## config.mk

```make
export PLATFORM = sky130hd
export DESIGN_NAME = shift_sequencer_flat
export DESIGN_NICKNAME = d
export VERILOG_FILES = /design/src/rtl/shift_sequencer_pkg.sv /design/src/rtl/shift_sequencer_if.sv /design/src/rtl/shift_sequencer.sv /design/src/flat_wrapper.sv
export SDC_FILE = /design/constraint.sdc
export NUM_CORES = 1
export LEC_CHECK = 0
export ABC_AREA = 1
export BUFFER_PORTS_ARGS = -buffer_cell sky130_fd_sc_hd__clkbuf_2
export CORE_MARGIN = 2
export CORE_UTILIZATION = 42
export DETAILED_ROUTE_END_ITERATION = 10
export PLACE_DENSITY = 0.77
export SYNTH_ARGS = -nofsm -noshare
export SYNTH_HDL_FRONTEND = slang
export SYNTH_SLANG_ARGS = --single-unit
export TNS_END_PERCENT = 10
```

## constraint.sdc

```tcl
create_clock -name clk -period 1.4 [get_ports clk]
set_input_delay 0.14 -clock clk [delete_from_list [all_inputs] [get_ports clk]]
set_output_delay 0.14 -clock clk [all_outputs]
set_load 0.02 [all_outputs]
```

## src/rtl/shift_sequencer_pkg.sv

```systemverilog
// Shared model-computer definitions: sequencer state encoding, shifter select
// codes in {F,FL,FR} order, and the default datapath widths.
package shift_sequencer_pkg;

    localparam int unsigned WIDTH_DEF = 8;
    localparam int unsigned CNT_W_DEF = 3;

    typedef enum logic [1:0] {
        ST_IDLE  = 2'd0,
        ST_PASS  = 2'd1,
        ST_SHIFT = 2'd2,
        ST_DONE  = 2'd3
    } seq_state_t;

    typedef logic [2:0] sh_sel_t;

    localparam sh_sel_t SEL_NONE  = 3'b000;
    localparam sh_sel_t SEL_PASS  = 3'b100;
    localparam sh_sel_t SEL_LEFT  = 3'b010;
    localparam sh_sel_t SEL_RIGHT = 3'b001;

    // Select lines are a pure decode of the registered state, so at most one
    // of them can ever be asserted and none outside PASS/SHIFT.
    function automatic sh_sel_t sel_decode(input seq_state_t st, input logic dir_right);
        sh_sel_t sel;
        sel = SEL_NONE;
        case (st)
            ST_PASS:  sel = SEL_PASS;
            ST_SHIFT: sel = dir_right ? SEL_RIGHT : SEL_LEFT;
            default:  sel = SEL_NONE;
        endcase
        return sel;
    endfunction

endpackage

```

## src/rtl/shift_sequencer_if.sv

```systemverilog
// Controller-side request/result handshake of the rotate sequencer.
interface shift_sequencer_if
    import shift_sequencer_pkg::*;
#(
    parameter int unsigned WIDTH = WIDTH_DEF,
    parameter int unsigned CNT_W = CNT_W_DEF
);
    logic             start;
    logic             dir;
    logic [CNT_W-1:0] count;
    logic [WIDTH-1:0] din;
    logic             busy;
    logic             done;
    logic [WIDTH-1:0] dout;
    logic             cf_out;

    modport master (
        output start, dir, count, din,
        input  busy, done, dout, cf_out
    );

    modport slave (
        input  start, dir, count, din,
        output busy, done, dout, cf_out
    );

endinterface

```

## src/rtl/shift_sequencer.sv

```systemverilog
// Rotate-by-N sequencer: loops an external 8-bit shift register stage N times,
// feeding each shifter result back as the next operand.
module shift_sequencer
    import shift_sequencer_pkg::*;
#(
    parameter int unsigned WIDTH = WIDTH_DEF,
    parameter int unsigned CNT_W = CNT_W_DEF
) (
    input  logic                clk,
    input  logic                rst,
    shift_sequencer_if.slave    bus,
    output logic [WIDTH-1:0]    sh_a,
    output logic                sh_f_bus,
    output logic                sh_fl_bus,
    output logic                sh_fr_bus,
    input  logic [WIDTH-1:0]    sh_w,
    input  logic                sh_cf
);

    seq_state_t       state_q, state_nxt;
    logic [WIDTH-1:0] data_q;
    logic [WIDTH-1:0] dout_q;
    logic             cf_q;
    logic [CNT_W-1:0] cnt_q;
    logic             dir_q;
    logic             cap_en;
    logic             upd_en;
    sh_sel_t          sel;

    always_ff @(posedge clk) begin
        if (rst) begin
            state_q <= ST_IDLE;
            data_q  <= '0;
            dout_q  <= '0;
            cf_q    <= 1'b0;
            cnt_q   <= '0;
            dir_q   <= 1'b0;
        end else begin
            state_q <= state_nxt;
            if (cap_en) begin
                data_q <= bus.din;
                cnt_q  <= bus.count;
                dir_q  <= bus.dir;
            end
            // Shifter result is both the visible result and the next operand.
            if (upd_en) begin
                data_q <= sh_w;
                dout_q <= sh_w;
                cf_q   <= sh_cf;
                if (state_q == ST_SHIFT) begin
                    cnt_q <= cnt_q - 1'b1;
                end
            end
        end
    end

    always_comb begin
        state_nxt = state_q;
        cap_en    = 1'b0;
        upd_en    = 1'b0;
        case (state_q)
            ST_IDLE: begin
                if (bus.start) begin
                    cap_en    = 1'b1;
                    state_nxt = (bus.count == '0) ? ST_PASS : ST_SHIFT;
                end
            end
            ST_PASS: begin
                upd_en    = 1'b1;
                state_nxt = ST_DONE;
            end
            ST_SHIFT: begin
                upd_en = 1'b1;
                // Exit at one remaining step so the counter never wraps.
                if (cnt_q == CNT_W'(1)) begin
                    state_nxt = ST_DONE;
                end
            end
            ST_DONE: begin
                state_nxt = ST_IDLE;
            end
            default: begin
                state_nxt = ST_IDLE;
            end
        endcase
    end

    assign sel = sel_decode(state_q, dir_q);
    assign {sh_f_bus, sh_fl_bus, sh_fr_bus} = sel;
    assign sh_a = data_q;

    assign bus.busy   = (state_q == ST_PASS) || (state_q == ST_SHIFT);
    assign bus.done   = (state_q == ST_DONE);
    assign bus.dout   = dout_q;
    assign bus.cf_out = cf_q;

endmodule
```

## src/flat_wrapper.sv

```systemverilog
// flat-port wrapper written by rule: the top's interface ports become plain ports
module shift_sequencer_flat import shift_sequencer_pkg::*;
#(
    parameter int unsigned WIDTH = WIDTH_DEF,
    parameter int unsigned CNT_W = CNT_W_DEF
)
  (clk, rst, sh_a, sh_f_bus, sh_fl_bus, sh_fr_bus, sh_w, sh_cf, bus_start, bus_dir, bus_count, bus_din, bus_busy, bus_done, bus_dout, bus_cf_out);
  shift_sequencer_if #(.WIDTH(WIDTH), .CNT_W(CNT_W)) bus_i ();
  input  logic clk;
  input  logic rst;
  output logic [WIDTH-1:0] sh_a;
  output logic sh_f_bus;
  output logic sh_fl_bus;
  output logic sh_fr_bus;
  input  logic [WIDTH-1:0] sh_w;
  input  logic sh_cf;
  input wire logic [$bits(bus_i.start)-1:0] bus_start;
  input wire logic [$bits(bus_i.dir)-1:0] bus_dir;
  input wire logic [$bits(bus_i.count)-1:0] bus_count;
  input wire logic [$bits(bus_i.din)-1:0] bus_din;
  output wire logic [$bits(bus_i.busy)-1:0] bus_busy;
  output wire logic [$bits(bus_i.done)-1:0] bus_done;
  output wire logic [$bits(bus_i.dout)-1:0] bus_dout;
  output wire logic [$bits(bus_i.cf_out)-1:0] bus_cf_out;
  assign bus_i.start = bus_start;
  assign bus_i.dir = bus_dir;
  assign bus_i.count = bus_count;
  assign bus_i.din = bus_din;
  assign bus_busy = bus_i.busy;
  assign bus_done = bus_i.done;
  assign bus_dout = bus_i.dout;
  assign bus_cf_out = bus_i.cf_out;
  shift_sequencer #(.WIDTH(WIDTH), .CNT_W(CNT_W)) u_core (.clk(clk), .rst(rst), .bus(bus_i), .sh_a(sh_a), .sh_f_bus(sh_f_bus), .sh_fl_bus(sh_fl_bus), .sh_fr_bus(sh_fr_bus), .sh_w(sh_w), .sh_cf(sh_cf));
endmodule
```

==> summary.md <==
| Metric | Value |
|---|---|
| Synth top area cells | `sky130_fd_sc_hd__dfxtp_1 (43%), sky130_fd_sc_hd__nand2_1 (15%), sky130_fd_sc_hd__ha_1 (7.0%)` |
| Wire length of the first global-routing pass | `3746 um` |
| Synth top cells by count | `sky130_fd_sc_hd__nand2_1 (44), sky130_fd_sc_hd__dfxtp_1 (23), sky130_fd_sc_hd__inv_1 (15)` |
| Overall power | `0.002689 W` |
| First drt pass iteration count | `4` |
| Post-synthesis sequential element count | `23` |
| Sequential cell area fraction in the yosys report | `42.79%` |
| Transition at the pin with the smallest max-transition slack | `0.3659 ns` |
| Status | `completed` |
| Largest net degree at the start of global routing | `17` |
| Leakage Power | `0.7262 nW` |
| Synthesized area per cell | `7.686 um2` |
| Cell area after synthesis | `1076 um2` |
| Number of antenna cells inserted | `0` |
| Routed Wire Length | `2385 um` |
| Overall overflow remaining after global route | `0` |
| CTS tree | `yes` |
| DR vias | `1078` |
| Max-cap violations | `0` |
| Width of the die | `54.62 um` |
| Net switching power | `0.001166 W` |
| Floorplan die area | `2983 um2` |
| Internal Dissipation | `0.001523 W` |
| Worst R2R Path Depth | `6` |
| Final layout net count | `222` |
| Skew final | `0.009660 ns` |
| Standard-cell row count | `18` |
| Critical setup path kind | `register to output port` |
| Core Footprint | `2455 um2` |
| Final critical delay including setup and external delays | `1.333 ns` |
| Most used standard cell by instance count after synthesis | `sky130_fd_sc_hd__nand2_1` |
| Clock latency at the later pin of the worst-skew pair | `0.30 ns` |
| Number of stages on the worst hold path | `3` |
| Fraction of final layout cells sized beyond drive strength 1 | `34.55%` |
| Final Non-Filler Cells | `221` |
| First DRT Iteration DRCs | `12` |
| Kind of capture point of the worst setup path | `output port` |
| Clock buffers created by TritonCTS | `3` |
| Clock share of power | `10.9%` |
| Number of DRC violations after detailed routing | `0` |
| Cell taking the most area after synthesis | `sky130_fd_sc_hd__dfxtp_1` |
| Worst relative slew slack | `75.58%` |
| Via count of the first global-routing pass | `960` |
| Endpoint required time on the critical path | `1.26 ns` |
| Setup repair after global routing missed its margin | `false` |
| Dominant register cell in the synthesized netlist | `sky130_fd_sc_hd__dfxtp_1` |
| Number of port buffers | `45` |
| CTS Root Buffer Type | `sky130_fd_sc_hd__clkbuf_4` |
| Post-synthesis net count | `170` |
| Starting utilization of the core area | `43.83%` |
| Post-DR vias/cell | `4.878` |
| Number of synthesis warnings | `0` |
| Number of fill cells | `237` |
| Power per cell area | `1915 nW/um2` |
| Switching part of the total power | `43.37%` |
| Wire length per cell after detailed routing | `10.79 um` |
| Period Utilization, post-route | `95.22%` |
| Hold Vio Cnt, Final | `0` |
| Flop pwr share | `36.3%` |
| Fraction of synthesis flops using an asynchronous set or reset pin | `0%` |
| Post-route antenna net violation count | `0` |
| HPWL after DPL | `1933 um` |
| Worst min-delay path class | `primary input to register` |
| # IOs | `46` |
| # setup viols final | `0` |
| Buffers from clock root to sink, at most | `2` |
| Crit path DAT | `1.19 ns` |
| Y dimension of the die | `54.62 um` |
| Maximum fanout count along the critical path | `5` |
| Number of enable flip-flop cells after synthesis | `0` |
| Maximum operating frequency | `750.1 MHz` |
| Synth top area share | `42.79%` |
| Clock H-tree levels | `1` |
| Cells after DPL | `215` |
| Growth of design area from synthesis to finish | `30.47%` |
| Clock transition at path regs | `0.13 ns` |
| Number of sinks handled by clock tree synthesis | `23` |
| Number of max-slew violations in the final report | `0` |
| Logic gate share of total power | `52.8%` |
| Number of distinct library cells after synthesis | `17` |
| Total Routing Usage GR | `17.25%` |
| Crit start category | `register` |
| Initial antenna violation count | `0` |
| Worst VDD drop | `1.250 mV` |
| Cells after synthesis | `140` |
| Global placer's final weighted congestion | `0.6833` |
## state kept, by name, summed over array words and instances, names as in the netlist
name and cells:
u_core.bus.cf_out 1, u_core.sh_a 8, u_core.cnt_q 3, u_core.dir_q 1, u_core.state_q 2, u_core.bus.dout 8
## worst paths after layout
| path | slack (ns) | end | from |
|---|---|---|---|
| max reg2reg | 0.10 | u_core.sh_a[3] | u_core.state_q[0] |
| max | 0.07 | bus_busy | u_core.state_q[0] |
| min reg2reg | 0.47 | u_core.bus.dout[7] | u_core.bus.dout[7] |
| min | 0.06 | u_core.bus.cf_out | sh_cf |
## power groups by stage
stage	combinational, W	sequential, W	clock [W]
floorplan	0.000795	0.00117	0
CTS	0.00134	0.000971	0.000305
finish	0.00142	0.000975	0.000294
detailed placement	0.00132	0.000984	0
global placement	0.00128	0.000981	0
global route	0.00159	0.000996	0.000329
## cell type report
cell class	instances	area [um2]	area share [%]
clock buffer	3	22.52	1.604
multi-input combinational	96	524.3	37.34
tap	30	37.54	2.674
timing repair buffer	52	292.8	20.86
inverter	16	60.06	4.278
sequential	23	461.7	32.89
clock inverter	1	5.005	0.3565
## per-stage QoR
step	worst slack, ns	utilization (%)	TNS [ns]	instance area [um2]	hold WS, ns
global route	0.003076	57.19	0	1404	0.07361
floorplan	0.01329	-	0	1079	0.2091
global placement	0.1440	53.77	0	1320	0.3813
detailed placement	0.05700	53.77	0	1320	0.3828
finish	0.06688	57.19	0	1404	0.06068
CTS	-0.03264	55.30	-0.05970	1358	0.05970
## critical path, stage by stage, from the launching register on
cell,delay (ns)
sky130_fd_sc_hd__dfxtp_1,0.37
sky130_fd_sc_hd__inv_2,0.07
sky130_fd_sc_hd__ha_4,0.29
sky130_fd_sc_hd__clkbuf_4,0.17
## per-layer routing
layer | part of all wire (%) | routed length, um | GRT usage [%] | vias up
met2 | 48 | 1135 | 29.37 | 41
met3 | 7.5 | 179 | 3.279 | 2
met4 | 0.67 | 16 | 5.000 | 0
met1 | 44 | 1053 | 21.92 | 481
met5 | 0 | 0 | 0 | -
li1 | - | - | - | 554
## kinds of logic (layout without fill, tap and decap cells)
logic type / count (synthesis) / in the layout / share of synthesized area (%)
AOI/OAI and AO/OA: 34 / 34 / 17.91
buffers and inverters: 21 / 72 / 11.05
adders and majority gates: 6 / 6 / 6.977
DFF: 23 / 23 / 42.79
and+or+nand+nor: 56 / 56 / 21.28
## repair_timing
action | in CTS | in global routing
pin swaps | 0 | 2
resized for setup | 4 | 8
endpoints found under the setup margin | 3 | 13
hold buffers | 0 | 0
setup buffers | 0 | 2
## cell usage in the layout, fill, tap and decap left out
| cell type | n |
|---|---|
| sky130_fd_sc_hd__dfxtp_1 | 22 |
| sky130_fd_sc_hd__clkinv_2 | 1 |
| sky130_fd_sc_hd__buf_4 | 6 |
| sky130_fd_sc_hd__ha_4 | 2 |
| sky130_fd_sc_hd__clkbuf_4 | 5 |
| sky130_fd_sc_hd__buf_6 | 2 |
| sky130_fd_sc_hd__dfxtp_2 | 1 |
| sky130_fd_sc_hd__inv_2 | 2 |
| sky130_fd_sc_hd__nand2_4 | 2 |
| sky130_fd_sc_hd__o21ai_0 | 9 |
| sky130_fd_sc_hd__nand2_1 | 44 |
| sky130_fd_sc_hd__o211ai_1 | 2 |
| sky130_fd_sc_hd__nor2_1 | 6 |
| sky130_fd_sc_hd__ha_1 | 4 |
| sky130_fd_sc_hd__nand3_1 | 3 |
| sky130_fd_sc_hd__clkbuf_2 | 42 |
| sky130_fd_sc_hd__a31oi_1 | 8 |
| sky130_fd_sc_hd__inv_1 | 14 |
| sky130_fd_sc_hd__o21ai_2 | 2 |
| sky130_fd_sc_hd__nor2_2 | 1 |
| sky130_fd_sc_hd__a21oi_1 | 13 |
Power figures use the tool's default switching activity.
